`src/rtl/counter.sv`:
```
// counter: loadable, enable-gated up-counter wrapping at UPPERLIMIT
module counter #(
  parameter int DATAWIDTH  = 5,
  parameter int UPPERLIMIT = 28
) (
  input  logic [DATAWIDTH-1:0] data_in,
  input  logic                 en,
  input  logic                 clr,
  input  logic                 clk,
  input  logic                 load,
  output logic [DATAWIDTH-1:0] data_out
);
  localparam logic [DATAWIDTH-1:0] lim = DATAWIDTH'(UPPERLIMIT);
  logic [DATAWIDTH-1:0] nxt;
  // >= also covers the unreachable above-limit state, forcing it back to 0
  always_comb
    nxt = load ? ((data_in > lim) ? '0 : data_in)
        : en   ? ((data_out >= lim) ? '0 : data_out + DATAWIDTH'(1))
        : data_out;
  always_ff @(posedge clk or negedge clr)
    if (!clr) data_out <= '0;
    else      data_out <= nxt;
endmodule

```
`config.mk`:
```
export PLATFORM = sky130hd
export DESIGN_NAME = counter
export DESIGN_NICKNAME = d
export VERILOG_FILES = /design/src/rtl/counter.sv
export SDC_FILE = /design/constraint.sdc
export NUM_CORES = 1
export LEC_CHECK = 0
export ABC_AREA = 1
export BUFFER_PORTS_ARGS = -buffer_cell sky130_fd_sc_hd__buf_2
export CAP_MARGIN = 5
export CORE_AREA = 3 3 40 42
export CTS_BUF_LIST = sky130_fd_sc_hd__clkbuf_8
export CTS_CLUSTER_SIZE = 8
export DETAILED_ROUTE_END_ITERATION = 10
export DIE_AREA = 0 0 43 45
export MAX_ROUTING_LAYER = met4
export PLACE_DENSITY_LB_ADDON = 0.25
export SYNTH_ARGS = -nofsm -noshare
export SYNTH_HDL_FRONTEND = slang
export SYNTH_SLANG_ARGS = --single-unit
```
`constraint.sdc`:
```
create_clock -name clk -period 1.7 [get_ports clk]
set_clock_uncertainty 0.1 [all_clocks]
set_input_delay 0.255 -clock clk [delete_from_list [all_inputs] [get_ports clk]]
set_output_delay 0.255 -clock clk [all_outputs]
set_load 0.01 [all_outputs]
```
# [Word-level counts from Yosys, hierarchy flattened]
# Cells that the tools add are included.
[classes] add_sub_neg=1 magnitude_cmp=2 n_mux=4 reduce_logical=1
[op_table] op="5-bit 2-to-1 mux" n=4
[op_table] op="5-bit by 1-bit adder with 5-bit output, second input constant" n=1
[op_table] op="5-bit greater-or-equal comparator, second input constant" n=1
[op_table] op="5-bit greater-than comparator, second input constant" n=1
[op_table] op="2-bit nonzero test" n=1
[word_totals] regBits=5 output_inout_bits=5

# [Logic depth before layout (Yosys ltp)]
[depth] word_depth=4 mapped_depth=6 mapped_depth_nobuf=6

# [Worst setup path after synthesis]
# OpenSTA, ideal clock, no wires.
[synth_path] path_kind="flip-flop to flip-flop" start="register data_out[0]" end="register data_out[2]" setup_ns=0.121 t_arrival_ns=0.956 t_required_ns=1.479 path_slack_ns=0.522 path_stages_with_launch=6 path_buffers=0 period_less_slack_ns=1.178 path_cell_list="dfrtp_1 ha_1 xnor2_1 nand2_1 nand2_1 a21oi_2"
[synth_between] elab_chain_cells=4 word_cells_on_any_way=5 classes_between="add/sub: 1; order compare: 1; mux: 3"
[synth_rtl] element="start: declaration" line_no="11" source="output logic [DATAWIDTH-1:0] data_out"
[synth_rtl] element="start signal: assignment" line_no="22" source="else data_out <= nxt;"
[synth_rtl] element="5-bit by 1-bit adder with 5-bit output or 5-bit greater-or-equal comparator (tied branches)" line_no="18" source=": en ? ((data_out >= lim) ? '0 : data_out + DATAWIDTH'(1))"
[synth_rtl] element="5-bit 2-to-1 mux * (2 in a row)" line_no="18"
[synth_rtl] element="5-bit 2-to-1 mux *" line_no="17" source="nxt = load ? ((data_in > lim) ? '0 : data_in)"
# Every way passes the cells marked *; elsewhere a longest branch is shown, timed or not. The select of a mux whose other input is x is not followed.
# A chain may end at the register's enable or synchronous reset.

# [Worst setup path after layout]
[layout_path] start="register data_out[2]" end="output port data_out[2]"
# No word-level cell between the ends.

==> key figures <==
Timing
  – Total negative slack: 0 ns
  – Worst hold slack across all endpoints: 0.232 ns
  – Count of pins over their slew limit: 0
  – Unrepaired setup endpoints after global routing: false
  – Part of the cycle the worst path needs: 0.721
  – Total setup violations reported at the end of the flow: 0
  – Final number of hold-violating endpoints: 0
  – Worst-Margin Slew: around 0.24 ns
  – Max Clk Rate: between 0.8 and 0.9 GHz
  – Normalized max-slew margin: 0.839
  – Final Critical Period: 1.23 ns

Synthesis
  – Sequential element share of the synthesized area: 0.346
  – Post-Syn Area: 362 sq um
  – Syn nets: 63
  – Proportion of synthesized flip-flops having asynchronous set or reset: 1.00
  – Instance count of the mapped netlist: 52
  – Post-Synthesis Mean Instance Area: a little under 7 sq um
  – Synth unique cells: 16
  – Primary flip-flop cell chosen by synthesis mapping: sky130_fd_sc_hd__dfrtp_1
  – Proportion of netlist area held by the largest area contributor: 0.346
  – Synthesis Warnings: 0
  – Largest area contributor in the synthesized netlist: sky130_fd_sc_hd__dfrtp_1
  – Post-synth EDFFs: 0
  – Top post-synthesis cells by area: sky130_fd_sc_hd__dfrtp_1 (35%), sky130_fd_sc_hd__nand2_1 (12%), sky130_fd_sc_hd__nor2_1 (11%)
  – Number of synthesized register bits: 5

Detailed routing
  – Drt via density: 4.66
  – Vias after detailed routing: roughly 400
  – Total length of routed wires: between 800 and 900 microns
  – Drt wl/cell: about 10 microns
  – Routed met3 length: 39 microns
  – Metal2 WL: 478 microns
  – Top Layer Used: met4
  – Remaining routing DRC violations: 0
  – Routed met1 length: between 300 and 400 microns
  – Iteration-0 DRC Markers: 10
  – Detail Route Antenna Nets: 0
  – Number of iterations in the first detailed-routing pass: 4

Place
  – Total half-perimeter wirelength after legalization and detailed placement: ~680 microns
  – Final weighted congestion of routability-driven global placement: 0.735
  – Placed inst area: 445 sq um
  – Number of port buffers: 13

Power
  – Power per cell area: between 1000 and 1500 nW/um^2
  – Static power due to leakage: 0.267 nW
  – Worst supply voltage drop on vdd: 507 uV

Critical path
  – Data required time of the worst path: 1.34 ns
  – Data arrival time at the worst-slack endpoint: 0.87 ns
  – Maximum fanout count along the critical path: 7
  – Register-to-register setup slack: 0.49 ns
  – CP delay by family, top: flip-flops
  – Buffers & Inverters on Critical Path: 1
  – Max stage delay on crit path: 0.46 ns
  – Kind of start point of the critical path: register
  – Worst path cell trace: buf_2
  – Kind of end point of the critical path: output port
  – CP Class: register to output port
  – Crit-path slowest cell: sky130_fd_sc_hd__dfrtp_1

Die
  – Starting utilization of the core area: 0.281
  – Area of the placeable core: around 1300 sq um
  – Ports placed on the boundary: 14
  – Die area: 1940 sq um
  – Die Ht: 45 microns
  – Die Wd: between 40 and 50 microns
  – # rows: 13

Layout
  – Fraction of layout cells with a size suffix above 1: 0.300
  – Max FFs per register: 5
  – Nets@finish: 82
  – Fill cell total of the finished layout: 150
  – Finished Cell Area: 502 sq um
  – Top flop regs: data_out (5)
  – Highest-count cells in the layout ignoring fill and taps: sky130_fd_sc_hd__buf_2 (13), sky130_fd_sc_hd__nand2_1 (12), sky130_fd_sc_hd__nor2_1 (11), sky130_fd_sc_hd__nand3_1 (6), sky130_fd_sc_hd__dfrtp_1 (5)
  – Antenna cells: 0
  – Most common library cell in the layout ignoring fill and taps: sky130_fd_sc_hd__buf_2
  – Register ranked first by flip-flop count: data_out
  – Area growth from synthesis to final layout: 38.8%

Global routing
  – Number of global-route vias before repair: 385
  – Total track usage: 0.116
  – Antenna violations before repair: 0
  – Pin count of the biggest net entering global routing: 11
  – First-pass GRT wire length: about 1600 microns
  – Global route overflow: 0

Run status
  – Run status: complete, no violations

CTS
  – Clk sink count: 5
  – Clock network latency to the later pin of the worst-skew pair: 0.22 ns
  – Max Buffers Root-to-Sink: 2
  – Root Buffer Master: sky130_fd_sc_hd__clkbuf_8
  – CTS tree: yes
  – H-tree depth: 1
  – Post-CTS Setup Inserts: 0
  – Clock transition at path regs: 0.04 ns
  – Number of clock buffers inserted by TritonCTS: 3

Flow run
  – Count of max-cap constraint violations: 0

Worst hold path
  – Class of the worst hold path: input port to register
==> per-layer routing <==
metal / up-vias / track usage
met1: 179 / 0.112
met4: 0 / 0.0964
met2: 12 / 0.186
met3: 2 / 0.0438
li1: 203 / -
met5: - / -
==> path summary, 6_finish.rpt <==
| path | end | startpoint | cells after the start |
|---|---|---|---|
| max | data_out[2] | data_out[2]$_DFFE_PN0P_ | 1 |
| min in group asynchronous | data_out[3]$_DFFE_PN0P_ | clr | 2 |
| max reg2reg | data_out[2]$_DFFE_PN0P_ | data_out[0]$_DFFE_PN0P_ | 5 |
| min | data_out[1]$_DFFE_PN0P_ | data_in[1] | 3 |
| max in group asynchronous | data_out[0]$_DFFE_PN0P_ | clr | 2 |
| min reg2reg | data_out[4]$_DFFE_PN0P_ | data_out[4]$_DFFE_PN0P_ | 2 |
==> where the power goes <==
group	internal, W	switching [W]
Combinational	0.0000631	0.0000757
Clock	0.000158	0.0000639
Sequential	0.000142	0.0000368
Total	0.000363	0.000176
==> cell families (layout without fill, tap and decap cells) <==
kind of cell               after synthesis  after routing  synth area share
DFF                                      5              5             0.346
and+or+nand+nor                         32             32             0.384
xor gates and xnor gates                 1              1            0.0242
adders and majority gates                2              2            0.0692
buffers and inverters                    5             23            0.0519
AOI/OAI and AO/OA                        7              7             0.125
==> per-stage QoR <==
step | util | worst slack [ns] | power (W) | instances
after floorplan | - | 0.522 | 0.000261 | 52
after global placement | 0.347 | 0.485 | 0.000319 | 80
after detailed placement | 0.347 | 0.491 | 0.000318 | 80
after CTS | 0.390 | 0.467 | 0.000549 | 85
after global routing | 0.390 | 0.368 | 0.000587 | 85
final | 0.390 | 0.474 | 0.000539 | 85
==> final cells by class <==
type | count | area [sq um] | share of cell area
Tap cell | 15 | 18.8 | 0.0374
Clock inverter | 1 | 5.00 | 0.00998
Multi-Input combinational cell | 42 | 218 | 0.434
Sequential cell | 5 | 125 | 0.249
Inverter | 5 | 18.8 | 0.0374
Clock buffer | 3 | 41.3 | 0.0823
Timing Repair Buffer | 14 | 75.1 | 0.150
==> cell usage after synthesis (2+ instances only) <==
cell	count
sky130_fd_sc_hd__dfrtp_1	5
sky130_fd_sc_hd__o21ai_0	2
sky130_fd_sc_hd__nand3_1	6
sky130_fd_sc_hd__ha_1	2
sky130_fd_sc_hd__inv_1	4
sky130_fd_sc_hd__nor2_1	11
sky130_fd_sc_hd__nand2_1	12
sky130_fd_sc_hd__o21bai_1	2
==> repair_timing <==
item / 4_1_cts / 5_1_grt
resized for setup: 0 / 0
hold endpoints to repair: 5 / 0
hold buffers: 1 / 0
Note: power is estimated with default switching activity, not from simulation.
